==> src/rtl/sw_pkg.sv <==
// Shared constants and types for the slide-switch debouncer.
// Imported by the per-bit debouncer and the bus-level top.
package sw_pkg;

    localparam int SW_WIDTH             = 10;
    localparam int SW_STABLE_CYCLES_DEF = 50000;
    localparam int SW_CNT_W             = 16;

    typedef enum logic {
        DB_IDLE  = 1'b0,
        DB_COUNT = 1'b1
    } db_state_e;

endpackage

==> src/rtl/sw_debounce_bit.sv <==
// One switch bit: 2-flop synchroniser, mismatch counter, two-state FSM
// and a one-cycle change flag raised when a new level is accepted.
module sw_debounce_bit
    import sw_pkg::*;
#(
    parameter int STABLE_CYCLES = SW_STABLE_CYCLES_DEF,
    parameter int CNT_W         = SW_CNT_W
) (
    input  logic clk,
    input  logic rst_n,
    input  logic raw_i,
    output logic stable_o,
    output logic accept_o,
    output logic changed_o
);

    localparam logic [CNT_W-1:0] CNT_LAST = CNT_W'(STABLE_CYCLES - 1);
    localparam logic [CNT_W-1:0] CNT_ONE  = CNT_W'(1);

    logic             q1_q, q2_q;
    logic             stable_q, stable_d;
    logic [CNT_W-1:0] cnt_q, cnt_d;
    logic             changed_q, changed_d;
    db_state_e        state_q, state_d;
    logic             mismatch;

    // NOTE: every flop, synchroniser included, is reset so that a change in
    // flight when reset hits is fully discarded and must be recounted.
    always_ff @(posedge clk or negedge rst_n) begin
        if (!rst_n) begin
            q1_q <= 1'b0;
            q2_q <= 1'b0;
        end else begin
            // NOTE: non-blocking here so q2 takes the old q1, not this edge's sample.
            q1_q <= raw_i;
            q2_q <= q1_q;
        end
    end

    assign mismatch = q2_q ^ stable_q;

    always_comb begin
        // NOTE: defaults first so no path through the case leaves a latch.
        state_d   = state_q;
        cnt_d     = cnt_q;
        stable_d  = stable_q;
        changed_d = 1'b0;
        case (state_q)
            DB_IDLE: begin
                // Counter is 0 here and STABLE_CYCLES >= 2, so no acceptance yet.
                if (mismatch) begin
                    state_d = DB_COUNT;
                    cnt_d   = cnt_q + CNT_ONE;
                end
            end
            DB_COUNT: begin
                if (!mismatch) begin
                    state_d = DB_IDLE;
                    cnt_d   = '0;
                end else if (cnt_q == CNT_LAST) begin
                    state_d   = DB_IDLE;
                    cnt_d     = '0;
                    stable_d  = q2_q;
                    changed_d = 1'b1;
                end else begin
                    cnt_d = cnt_q + CNT_ONE;
                end
            end
            default: begin
                state_d = DB_IDLE;
                cnt_d   = '0;
            end
        endcase
    end

    always_ff @(posedge clk or negedge rst_n) begin
        if (!rst_n) begin
            state_q   <= DB_IDLE;
            cnt_q     <= '0;
            stable_q  <= 1'b0;
            changed_q <= 1'b0;
        end else begin
            state_q   <= state_d;
            cnt_q     <= cnt_d;
            stable_q  <= stable_d;
            changed_q <= changed_d;
        end
    end

    assign stable_o  = stable_q;
    assign accept_o  = changed_d;
    assign changed_o = changed_q;

endmodule

==> src/rtl/sw_debounce.sv <==
// Slide-switch conditioning ahead of the 4:1 mux: per-bit sync + debounce,
// plus a registered strobe and mask of the bits accepted on the last edge.
module sw_debounce
    import sw_pkg::*;
#(
    parameter int WIDTH         = SW_WIDTH,
    parameter int STABLE_CYCLES = SW_STABLE_CYCLES_DEF,
    parameter int CNT_W         = SW_CNT_W
) (
    input  logic             clk,
    input  logic             rst,
    input  logic [WIDTH-1:0] sw_raw,
    output logic [WIDTH-1:0] sw,
    output logic             sw_changed,
    output logic [WIDTH-1:0] sw_changed_mask
);

    logic [WIDTH-1:0] accept;
    logic             sw_changed_q;

    for (genvar i = 0; i < WIDTH; i++) begin : g_bit
        sw_debounce_bit #(
            .STABLE_CYCLES(STABLE_CYCLES),
            .CNT_W        (CNT_W)
        ) u_bit (
            .clk      (clk),
            .rst_n    (rst),
            .raw_i    (sw_raw[i]),
            .stable_o (sw[i]),
            .accept_o (accept[i]),
            .changed_o(sw_changed_mask[i])
        );
    end

    // Registered from the same next-state flags as the mask, so both align.
    always_ff @(posedge clk or negedge rst) begin
        if (!rst) begin
            sw_changed_q <= 1'b0;
        end else begin
            sw_changed_q <= |accept;
        end
    end

    assign sw_changed = sw_changed_q;

endmodule

==> config.mk <==
export PLATFORM = sky130hd
export DESIGN_NAME = sw_debounce
export DESIGN_NICKNAME = d
export VERILOG_FILES = /design/src/rtl/sw_pkg.sv /design/src/rtl/sw_debounce_bit.sv /design/src/rtl/sw_debounce.sv
export SDC_FILE = /design/constraint.sdc
export NUM_CORES = 1
export LEC_CHECK = 0
export ABC_AREA = 1
export BUFFER_PORTS_ARGS = -buffer_cell sky130_fd_sc_hd__buf_2
export CAP_MARGIN = 5
export CELL_PAD_IN_SITES_DETAIL_PLACEMENT = 1
export CELL_PAD_IN_SITES_GLOBAL_PLACEMENT = 1
export CORE_ASPECT_RATIO = 0.8
export CORE_MARGIN = 2
export CORE_UTILIZATION = 29
export CTS_CLUSTER_DIAMETER = 40
export CTS_CLUSTER_SIZE = 24
export DETAILED_ROUTE_END_ITERATION = 6
export PLACE_DENSITY = 0.6
export SYNTH_ARGS = -nofsm -noshare
export SYNTH_HDL_FRONTEND = slang
export SYNTH_SLANG_ARGS = --single-unit
==> constraint.sdc <==
create_clock -name clk -period 2.6 [get_ports clk]
set_input_delay 0.13 -clock clk [delete_from_list [all_inputs] [get_ports clk]]
set_output_delay 0.13 -clock clk [all_outputs]
set_load 0.02 [all_outputs]
==> report_table.html <==
<table>
<tr><th>Metric</th><th>Value</th></tr>
<tr><th colspan="2">Routing</th></tr>
<tr><td>Antenna-violating nets left</td><td>0</td></tr>
<tr><td>Final routed wire length divided by cell count</td><td>14.2 um</td></tr>
<tr><td>DR WL met2</td><td>approximately 12000 um</td></tr>
<tr><td>DRC</td><td>0</td></tr>
<tr><td>Metal-1 WL</td><td>14700 um</td></tr>
<tr><td>Routed wl met3</td><td>between 900 and 1000 um</td></tr>
<tr><td>DRT Pass-1 Iters</td><td>4</td></tr>
<tr><td>Highest metal used</td><td>met4</td></tr>
<tr><td>Count of routing violations after the opening detailed-route iteration</td><td>401</td></tr>
<tr><td>Detailed-route wire length</td><td>~28000 um</td></tr>
<tr><td>Via count normalized by instance count</td><td>4.65</td></tr>
<tr><td>Vias post-DR</td><td>9153</td></tr>
<tr><th colspan="2">Clock network</th></tr>
<tr><td>TritonCTS clock tree</td><td>yes</td></tr>
<tr><td>Clock latency of the later-clocked register in the worst-skew pair</td><td>0.52 ns</td></tr>
<tr><td>Clk Tree Root Cell</td><td>sky130_fd_sc_hd__clkbuf_16</td></tr>
<tr><td>H-Tree Depth</td><td>2</td></tr>
<tr><td>Sink count of the clock tree</td><td>about 210</td></tr>
<tr><td>Maximum clock path buffer count</td><td>3</td></tr>
<tr><td>Number of setup buffers added after CTS</td><td>0</td></tr>
<tr><td>CTS Buf Count</td><td>42</td></tr>
<tr><td>Clk slew on worst S/H paths</td><td>around 0.050 ns</td></tr>
<tr><th colspan="2">Logic synthesis</th></tr>
<tr><td>Number of library cell types mapped by synthesis</td><td>35</td></tr>
<tr><td>Area share of and/or/nand/nor cells after synthesis</td><td>27.7%</td></tr>
<tr><td>Top cell type by total area after synthesis</td><td>sky130_fd_sc_hd__dfrtp_1</td></tr>
<tr><td>Synth Area in Compound Gates</td><td>8.11%</td></tr>
<tr><td>Most used DFF post-synth</td><td>sky130_fd_sc_hd__dfrtp_1</td></tr>
<tr><td>Share of the yosys chip area belonging to registers</td><td>47.9%</td></tr>
<tr><td>Cells after Synth</td><td>approximately 1400</td></tr>
<tr><td>Count of flip-flops with a built-in enable after synthesis</td><td>0</td></tr>
<tr><td>Total of warnings raised by yosys</td><td>0</td></tr>
<tr><td>Combinational family with the most area after synthesis</td><td>simple AND/OR/NAND/NOR gates</td></tr>
<tr><td>Synthesized area per cell</td><td>8.01 um2</td></tr>
<tr><td>Library cell with the highest instance count after synthesis</td><td>sky130_fd_sc_hd__nand2_1</td></tr>
<tr><td>Ranking of synthesized cells by instance count</td><td>365 x sky130_fd_sc_hd__nand2_1, 211 x sky130_fd_sc_hd__dfrtp_1, 173 x sky130_fd_sc_hd__inv_1</td></tr>
<tr><td>Parity-gate share of the synthesized area counting xor and xnor cells</td><td>7.48%</td></tr>
<tr><td>Synthesized Nets</td><td>1398</td></tr>
<tr><td>Cells taking the most area after synthesis</td><td>sky130_fd_sc_hd__dfrtp_1 48%, sky130_fd_sc_hd__nand2_1 12%, sky130_fd_sc_hd__xor2_1 6.0%</td></tr>
<tr><td>Mux cell area share after synthesis</td><td>0%</td></tr>
<tr><td>Fraction of synthesized cell area taken by the top area cell type</td><td>47.9%</td></tr>
<tr><td>Async SR Flop Fraction</td><td>100%</td></tr>
<tr><td>Area of the mapped netlist</td><td>11000 um2</td></tr>
<tr><td>Yosys reg bits</td><td>roughly 210</td></tr>
<tr><td>Adder-cell share of the synthesized area</td><td>1.13%</td></tr>
<tr><th colspan="2">Timing</th></tr>
<tr><td>Worst-margin pin slew</td><td>0.604 ns</td></tr>
<tr><td>Final max-slew violation count</td><td>0</td></tr>
<tr><td>Maximum frequency from static timing analysis</td><td>0.558 GHz</td></tr>
<tr><td>Setup repair after global routing missed its margin</td><td>false</td></tr>
<tr><td>Setup violation total in the final timing report</td><td>0</td></tr>
<tr><td>Layout Skew</td><td>0.0104 ns</td></tr>
<tr><td>Min Clock Period, post-route</td><td>~1.8 ns</td></tr>
<tr><td>Fin crit share</td><td>69.0%</td></tr>
<tr><td>Hold violation total from the final report</td><td>0</td></tr>
<tr><td>Hold Slack</td><td>0.185 ns</td></tr>
<tr><td>Fin Setup TNS</td><td>0 ns</td></tr>
<tr><td>Worst slew margin relative to its limit</td><td>between 50% and 60%</td></tr>
<tr><th colspan="2">Worst setup path</th></tr>
<tr><td>Kind of cell with the highest combined delay on the critical path</td><td>simple AND/OR/NAND/NOR gates</td></tr>
<tr><td>Critical Path RT</td><td>3.00 ns</td></tr>
<tr><td>Crit end category</td><td>flop</td></tr>
<tr><td>Largest fanout on the critical path</td><td>9</td></tr>
<tr><td>Combined buffer and inverter count along the critical path</td><td>1</td></tr>
<tr><td>Data arrival time of the critical path</td><td>2.19 ns</td></tr>
<tr><td>Type of the worst setup path</td><td>flop to flop</td></tr>
<tr><td>Startpoint type of the worst setup path</td><td>flop</td></tr>
<tr><td>Number of gates on the worst path with buffers counted</td><td>8</td></tr>
<tr><td>Slowest Stage Delay on Critical Path</td><td>0.38 ns</td></tr>
<tr><td>Logic depth of the worst register-to-register path</td><td>8</td></tr>
<tr><td>List of cells traversed by the critical path</td><td>ha_1 &gt; nand2_1 &gt; nor2_1 &gt; nand3_1 &gt; nand2_1 &gt; inv_1 &gt; nand3_1 &gt; o21ai_0</td></tr>
<tr><td>Slowest stage cell, crit path</td><td>sky130_fd_sc_hd__dfrtp_1</td></tr>
<tr><th colspan="2">Pwr</th></tr>
<tr><td>Leak pwr</td><td>between 6 and 7 nW</td></tr>
<tr><td>Power per standard cell area</td><td>between 700 and 800 nW/um2</td></tr>
<tr><td>IR Drop Worst-Case VDD</td><td>0.000505 V</td></tr>
<tr><td>Total power consumption of the routed design</td><td>slightly below 10 mW</td></tr>
<tr><th colspan="2">Floorplan</th></tr>
<tr><td>Initial standard-cell utilization of the core</td><td>between 20 and 30%</td></tr>
<tr><td>Die boundary height</td><td>178 um</td></tr>
<tr><td>Full die area</td><td>roughly 40000 um2</td></tr>
<tr><td>I/O pin count</td><td>33</td></tr>
<tr><td>Row count</td><td>63</td></tr>
<tr><td>X dimension of the die</td><td>roughly 220 um</td></tr>
<tr><td>Placeable core area</td><td>37300 um2</td></tr>
<tr><th colspan="2">Finish</th></tr>
<tr><td>Final Net Count</td><td>1472</td></tr>
<tr><td>Share of cells above drive strength 1</td><td>10.8%</td></tr>
<tr><td>FILL cells</td><td>4411</td></tr>
<tr><td>Synthesis-to-layout area growth</td><td>21.0%</td></tr>
<tr><td>Final antenna diode count</td><td>0</td></tr>
<tr><td>Post-Layout Cell Count</td><td>1970</td></tr>
<tr><td>Total non-filler cell area in the finished layout</td><td>13300 um2</td></tr>
<tr><th colspan="2">Placement</th></tr>
<tr><td>Placed instance count</td><td>1882</td></tr>
<tr><td>Dpl hpwl</td><td>20000 um</td></tr>
<tr><td>Total cell area at the placement stage</td><td>11700 um2</td></tr>
<tr><td>GP Congestion</td><td>0.812</td></tr>
<tr><td>Count of input and output buffers</td><td>32</td></tr>
<tr><th colspan="2">Outcome</th></tr>
<tr><td>Result of the run</td><td>complete, no violations</td></tr>
<tr><th colspan="2">Global route</th></tr>
<tr><td>Pin count of the biggest net entering global routing</td><td>74</td></tr>
<tr><td>Antenna violations before repair</td><td>0</td></tr>
<tr><td>Vias in the first global route</td><td>9358</td></tr>
<tr><td>Congestion Overflow GR</td><td>0</td></tr>
<tr><td>Gr usage total</td><td>roughly 14%</td></tr>
<tr><td>Wire length of the first global-routing pass</td><td>roughly 48000 um</td></tr>
<tr><th colspan="2">Run</th></tr>
<tr><td>Count of max-cap constraint violations</td><td>0</td></tr>
<tr><th colspan="2">Min path</th></tr>
<tr><td>Hold WC Path Type</td><td>primary input to async pin</td></tr>
</table>
-- power breakdown --
part	leakage (nW)	internal, mW	switching, mW	total (mW)
Combinational	2.52	0.182	0.318	0.500
Clock	0.720	3.83	1.85	5.68
Sequential	2.84	3.44	0.135	3.57
Total	6.08	7.45	2.31	9.76
-- cells by family after synthesis --
kind of cell    Yosys count
simple gates            714
xor+xnor                 89
fa+ha+maj                10
compound gates          148
flops                   211
buf+inv                 204
-- layer usage --
layer  up-vias  GRT usage (%)
met5         -              0
met1      4440           20.9
met3        45           2.88
met4         0           3.89
li1       4585              -
met2        83           22.1
-- repair_timing --
item	in CTS	in global routing
endpoints found under the hold margin	78	0
hold buffers	11	0
gates resized for setup	0	0
-- placed cells by master (no fill, tap or decap), drive strengths merged, types with 6 or more instances in the layout --
cell and n:
o31ai 6, nor3 40, dlygate4sd3 11, o22ai 46, clkbuf 54, nand4 24
xor2 78, clkinv 9, xnor2 11, nor2 149, a21oi 16, buf 43
ha 10, o21bai 8, nand2 370, inv 183, bufinv 6, o21ai 62
dfrtp 211, nand3 123
-- through the flow --
| step | setup slack (ns) | utilization [%] |
|---|---|---|
| 2_1_floorplan | 1.15 | - |
| 3_3_place_gp | 0.854 | 31.5 |
| 3_5_place_dp | 0.787 | 31.5 |
| 4_1_cts | 0.782 | 35.8 |
| 5_1_grt | 0.619 | 35.8 |
| 6_report | 0.807 | 35.8 |
-- path summary, 6_finish.rpt --
kind                       slack, ns                  endpoint                    start
min in group clk                0.25       g_bit[3].u_bit.q1_q                sw_raw[3]
max in group asynchronous       1.57  g_bit[3].u_bit.cnt_q[14]                      rst
setup / recovery                0.81  g_bit[1].u_bit.cnt_q[14]  g_bit[1].u_bit.cnt_q[0]
setup reg to reg                0.81  g_bit[1].u_bit.cnt_q[14]  g_bit[1].u_bit.cnt_q[0]
hold / removal                  0.18  g_bit[6].u_bit.cnt_q[15]                      rst
hold reg to reg                 0.34       g_bit[7].u_bit.q2_q      g_bit[7].u_bit.q1_q
-- registers in the layout (all words and copies together) (netlist names) --
| signal | cells |
|---|---|
| g_bit.u_bit.changed_o | 10 |
| g_bit.u_bit.cnt_q | 160 |
| g_bit.u_bit.q1_q | 10 |
| g_bit.u_bit.q2_q | 10 |
| g_bit.u_bit.stable_o | 10 |
| g_bit.u_bit.state_q | 10 |
| sw_changed | 1 |
-- final cells by class --
cell class | count | area (um2) | share of cell area, %
flip-flops and latches | 211 | 5280 | 39.6
multi-input cells | 961 | 4900 | 36.7
clock buffers | 54 | 1190 | 8.90
inverters | 180 | 676 | 5.07
well taps | 487 | 609 | 4.57
repair buffers | 54 | 375 | 2.81
clock inverters | 23 | 308 | 2.31
Note: power is estimated with default switching activity, not from simulation.
